`config.mk`:
```
export PLATFORM = sky130hd
export DESIGN_NAME = rst_seq_ctrl
export DESIGN_NICKNAME = d
export VERILOG_FILES = /design/src/rtl/rst_seq_ctrl.sv
export SDC_FILE = /design/constraint.sdc
export NUM_CORES = 1
export LEC_CHECK = 0
export ABC_AREA = 1
export BUFFER_PORTS_ARGS = -buffer_cell sky130_fd_sc_hd__buf_2
export CAP_MARGIN = 20
export CORE_MARGIN = 2
export CORE_UTILIZATION = 60
export DETAILED_ROUTE_END_ITERATION = 8
export GPL_TIMING_DRIVEN = 0
export PLACE_DENSITY = 0.89
export SLEW_MARGIN = 20
export SYNTH_ARGS = -nofsm -noshare
export SYNTH_HDL_FRONTEND = slang
export SYNTH_SLANG_ARGS = --single-unit
```
`constraint.sdc`:
```
create_clock -name CLK -period 2.2 [get_ports CLK]
set_input_delay 0.44 -clock CLK [delete_from_list [all_inputs] [get_ports CLK]]
set_output_delay 0.44 -clock CLK [all_outputs]
set_load 0.01 [all_outputs]
```
`src/rtl/rst_seq_ctrl.sv`:
```
// -----------------------------------------------------------------------------
// rst_seq_ctrl
//
// Reset sequencing controller placed directly behind the chip-level
// asynchronous reset. Reset assertion is immediate; deassertion is
// synchronized through a NUM_STAGES flop chain. Once synchronized, the
// NUM_DOMAINS downstream resets are released one at a time in index order
// with a programmable gap. A software soft-reset request re-asserts every
// domain, holds them, re-runs the release sequence and acknowledges with a
// single-cycle pulse when it completes.
//
// Ports:
//   CLK          in   single clock for all logic
//   RST          in   asynchronous active-low reset (deassertion synchronized)
//   HOLD_CYCLES  in   gap/hold length, sampled only when the counter loads
//   SW_RST_REQ   in   soft-reset request, rising edge honoured only in RUN
//   SW_RST_ACK   out  one-cycle pulse when a soft-reset sequence completes
//   DOM_RST_N    out  active-low domain resets, bit 0 released first
//   RST_BUSY     out  high whenever any DOM_RST_N bit is low
// -----------------------------------------------------------------------------
module rst_seq_ctrl #(
   parameter int NUM_STAGES  = 2,
   parameter int NUM_DOMAINS = 3,
   parameter int DELAY_W     = 4
) (
   input  logic                   CLK,
   input  logic                   RST,
   input  logic [DELAY_W-1:0]     HOLD_CYCLES,
   input  logic                   SW_RST_REQ,
   output logic                   SW_RST_ACK,
   output logic [NUM_DOMAINS-1:0] DOM_RST_N,
   output logic                   RST_BUSY
);

   localparam int IDX_W = (NUM_DOMAINS > 1) ? $clog2(NUM_DOMAINS) : 1;
   localparam logic [IDX_W-1:0] LAST_IDX = IDX_W'(NUM_DOMAINS - 1);

   typedef enum logic [1:0] {
      S_SYNC,
      S_REL,
      S_RUN,
      S_ASSERT
   } state_t;

   logic [NUM_STAGES-1:0]  r_sync;
   state_t                 r_state;
   logic [DELAY_W-1:0]     r_cnt;
   logic [IDX_W-1:0]       r_idx;
   logic                   r_req_d;
   logic                   r_sw_seq;
   logic [NUM_DOMAINS-1:0] r_dom;
   logic                   r_busy;
   logic                   r_ack;

   logic                   w_rst_sync;
   logic                   w_req_rise;

   // Deassertion synchronizer: clears asynchronously, fills with ones after
   // RST rises, so the last stage goes high NUM_STAGES edges later.
   always_ff @(posedge CLK or negedge RST) begin
      if (!RST) begin
         r_sync <= '0;
      end else begin
         r_sync <= {r_sync[NUM_STAGES-2:0], 1'b1};
      end
   end

   assign w_rst_sync = r_sync[NUM_STAGES-1];
   assign w_req_rise = SW_RST_REQ & ~r_req_d;

   always_ff @(posedge CLK or negedge RST) begin
      if (!RST) begin
         r_state  <= S_SYNC;
         r_cnt    <= '0;
         r_idx    <= '0;
         r_req_d  <= 1'b0;
         r_sw_seq <= 1'b0;
         r_dom    <= '0;
         r_busy   <= 1'b1;
         r_ack    <= 1'b0;
      end else begin
         // Edge-detect history runs in every state so a request that was
         // already high when RUN is reached never looks like a new edge.
         r_req_d <= SW_RST_REQ;
         r_ack   <= 1'b0;

         case (r_state)
            S_SYNC: begin
               if (w_rst_sync) begin
                  r_state <= S_REL;
                  r_cnt   <= HOLD_CYCLES;
                  r_idx   <= '0;
               end
            end

            S_REL: begin
               if (r_cnt != '0) begin
                  r_cnt <= r_cnt - DELAY_W'(1);
               end else begin
                  // Reload every release so a HOLD_CYCLES change only
                  // affects the gap that starts after it.
                  r_cnt <= HOLD_CYCLES;
                  for (int i = 0; i < NUM_DOMAINS; i++) begin
                     if (r_idx == IDX_W'(i)) begin
                        r_dom[i] <= 1'b1;
                     end
                  end
                  if (r_idx == LAST_IDX) begin
                     r_state <= S_RUN;
                     r_busy  <= 1'b0;
                     if (r_sw_seq) begin
                        r_ack    <= 1'b1;
                        r_sw_seq <= 1'b0;
                     end
                  end else begin
                     r_idx <= r_idx + IDX_W'(1);
                  end
               end
            end

            S_RUN: begin
               if (w_req_rise) begin
                  r_state  <= S_ASSERT;
                  r_dom    <= '0;
                  r_busy   <= 1'b1;
                  r_cnt    <= HOLD_CYCLES;
                  r_sw_seq <= 1'b1;
               end
            end

            S_ASSERT: begin
               if (r_cnt != '0) begin
                  r_cnt <= r_cnt - DELAY_W'(1);
               end else begin
                  r_state <= S_REL;
                  r_cnt   <= HOLD_CYCLES;
                  r_idx   <= '0;
               end
            end

            default: begin
               r_state <= S_SYNC;
            end
         endcase
      end
   end

   assign SW_RST_ACK = r_ack;
   assign DOM_RST_N  = r_dom;
   assign RST_BUSY   = r_busy;

endmodule

```
==> summary by stage <==
Die
For this configuration, the core starts out at a cell density of 0.654. The vertical die dimension is 44.7 um. The floorplan has 14 rows. The width of the die is 44.7 um. In this run the standard cell core region covers 1520 sq um.

12 I/O pins were placed. The die area is 2000 sq um.

Clock tree
The post-cts resize count is 0. No sink is reached through more buffers than the 2 on the longest clock path. The clock root buffer is clkbuf_4.

Clock-pin slew was measured on the worst setup and hold paths at 90 ps. Buffers inserted to repair hold after CTS numbered 0. The number of H-tree branching levels is 1. For this design, the sink count on the clock tree is 17. The clock latency on the worst-skew pair is 290 ps. The clock tree from TritonCTS is yes.

In this run, CTS created clock tree buffers numbering 3. Post-CTS timing repair inserted 0 buffers for setup.

Logic synthesis
The instance count of the mapped netlist is 125. The share of the Yosys chip area taken by registers is 0.428. The Yosys warning count is 0. Yosys mapped the design onto 17 distinct sky130hd cell types. Averaged over all synthesized cells, the footprint is 7.97 sq um. In this run, synthesis produced a sequential element count of 17. Counting every net in the synthesized netlist gives 141. The area of the mapped netlist is 996 sq um.

Final layout
0 antenna diodes ended up in the layout. The most common cell after layout, fill and taps aside is nand2_1. The net count of the finished layout is 157. The area overhead of the layout relative to synthesis is 10.2%. The filler-free cell count of the finished design is 156. Of the cells placed in the final design, the portion with a size suffix greater than 1 is 0.207.

The library cells used most frequently in the layout, excluding fill and tap cells, are 32 x nand2_1, 16 x dfrtp_1, 16 x inv_1. The fill cell total of the finished layout is 134.

Detailed routing
In the final routed layout, each cell accounts on average for 11.6 um. The number of violations reported at the end of detailed-routing iteration 0 is 16. The via total after detailed routing is 784. The number of nets with antenna violations after detailed routing is 0. Wires add up to 1.81 mm. In the routed design, unresolved DRC markers number 0. After detailed routing, the number of vias per cell comes to 5.03. The first TritonRoute pass finished after 5 iterations.

Worst setup path
The number of cells on the worst reg-to-reg path is 8. Along the worst path, the maximum fanout reaches 7. STA classifies the critical path startpoint as a register. Data on the critical path is required at its endpoint by 2390 ps.

In this run the critical register-to-register path is captured at r_state[1]$_DFFE_PN0P_. The largest single stage delay on the critical path is 440 ps. The worst setup path is of the register to register kind.

The worst setup path is captured at a register. The worst register-to-register path has a setup slack of 620 ps. For this design, the slowest cell found on the critical path is dfrtp_1.

The reg-to-reg startpoint is r_state[0]$_DFFE_PN0P_. STA puts the critical path data arrival time at 1770 ps. The cell repeated most along the worst path is nand2_2. The signal on the critical path passes through inv_1, ha_1, nand2_2, nand2_2, nor2_2, nand2_2, nand2_1, nand2_1.

Timing
The final count of hold timing violations came to 0. The setup skew after layout is 1.47 ps. After routing, the total negative slack on setup checks comes to 0 ps. The final count of pins violating max slew came to 0. The number of failing setup endpoints in the final timing report is 0. Subtracting the final worst setup slack from the clock period gives 1580 ps. For this run, the top clock speed supported by timing is 633 MHz. Setup repair after global routing left no endpoint under its margin. The final period utilization is 0.718.

GRT
For met1 alone, demand over resource in global routing was 0.239. Across every metal layer, demand over resource in global routing totals 0.207. The maximum number of pins on one net before global-route repair is 18. The met3 track demand over resource is 0.0360. The met2 demand-to-capacity share in global routing is 0.374. met2 is the most crowded layer. The number of antenna violations at the first check in global routing is 0.

The first global-routing pass estimated 3.00 mm of wire. The total global routing overflow is 0. The via count of the first global-routing pass came to 761.

Power
The analysis attributes to cell leakage a power of 0.000598 uW. The largest vdd supply drop is 898 uV. The power per unit of standard cell area is 1610 nW/um^2.

Hold path
The worst hold path belongs to the class primary input to async pin.

Place
The number of buffers added on ports is 11. The total placed cells including tap cells is 152. The final weighted congestion in routability-driven placement is 0.857.

The detailed placement HPWL is 1.40 mm.

Run
The count of maximum capacitance violations is 0.

Run status
The run finished with clean final reports.
-- synth_stat cells --
master / instances / area [sq um]
nand3_1: 9 / 45.0
nor2_4: 1 / 11.3
inv_1: 16 / 60.1
nand2_1: 32 / 120
nand2_4: 2 / 22.5
nor2_2: 3 / 18.8
ha_1: 9 / 113
nand3_4: 1 / 17.5
dfstp_2: 1 / 26.3
dfrtp_1: 16 / 400
nor2_1: 15 / 56.3
o21ai_1: 10 / 50.1
a21oi_1: 2 / 10.0
nand2_2: 4 / 25.0
o21ai_2: 1 / 8.76
conb_1: 1 / 3.75
inv_2: 2 / 7.51
-- kinds of logic after synthesis --
| logic type | synth area share |
|---|---|
| buffers and inverters | 0.0678 |
| AO/OA/AOI/OAI | 0.0691 |
| AND/OR/NAND/NOR | 0.318 |
| other | 0.00377 |
| flip-flops | 0.428 |
| adder cells (fa/ha/maj) | 0.113 |
-- area by class of cell --
class	instances	area (sq um)	area share
inverters	18	67.6	0.0616
multi-input cells	90	502	0.457
flip-flops and latches	17	427	0.389
well taps	16	20.0	0.0182
clock buffers	4	26.3	0.0239
repair buffers	11	55.1	0.0502
-- worst max-delay path, delay by kind of cell (launching register included) --
kind,cells,cell delay [ps]
and+or+nand+nor,6,650
DFF,1,440
adders and majority gates,1,300
buffers and inverters,1,90
-- per-stage QoR --
step	total power, uW	setup slack (ps)	instance area (sq um)	hold WS (ps)	utilization
6_report	1760	620	1100	48.1	0.720
3_3_place_gp	1530	713	1070	331	0.703
3_5_place_dp	1600	639	1070	340	0.703
4_1_cts	1770	625	1100	54.9	0.720
5_1_grt	1930	518	1100	75.3	0.720
2_1_floorplan	1370	854	996	144	-
-- routing by layer --
layer,part of all wire,vias to the layer above
li1,-,413
met1,0.45,356
met2,0.51,13
met3,0.034,2
met4,0.0050,0
met5,0,-
-- sequential cells by signal, indices dropped and copies added, names as in the netlist --
name        flops
RST_BUSY        1
r_sw_seq        1
r_req_d         1
DOM_RST_N       3
r_idx           2
r_sync          2
SW_RST_ACK      1
r_cnt           4
r_state         2
-- worst max-delay path by stage --
stage,startpoint,cells after the start,slack (ps),to
floorplan,r_state[0]$_DFFE_PN0P_,8,850,r_state[0]$_DFFE_PN0P_
global placement,r_state[0]$_DFFE_PN0P_,8,710,r_state[0]$_DFFE_PN0P_
detailed placement,r_state[0]$_DFFE_PN0P_,8,640,r_state[1]$_DFFE_PN0P_
CTS,r_state[0]$_DFFE_PN0P_,8,620,r_state[1]$_DFFE_PN0P_
global route,r_state[0]$_DFFE_PN0P_,8,520,r_state[1]$_DFFE_PN0P_
finish,r_state[0]$_DFFE_PN0P_,8,620,r_state[1]$_DFFE_PN0P_
-- power by group --
group | leakage (uW) | switching [uW] | internal [uW] | total, uW
clock network | 0.0000150 | 96.0 | 70.6 | 167
registers | 0.000206 | 101 | 441 | 542
logic | 0.000377 | 671 | 383 | 1050
No activity file was read; power rests on OpenSTA's default activity.
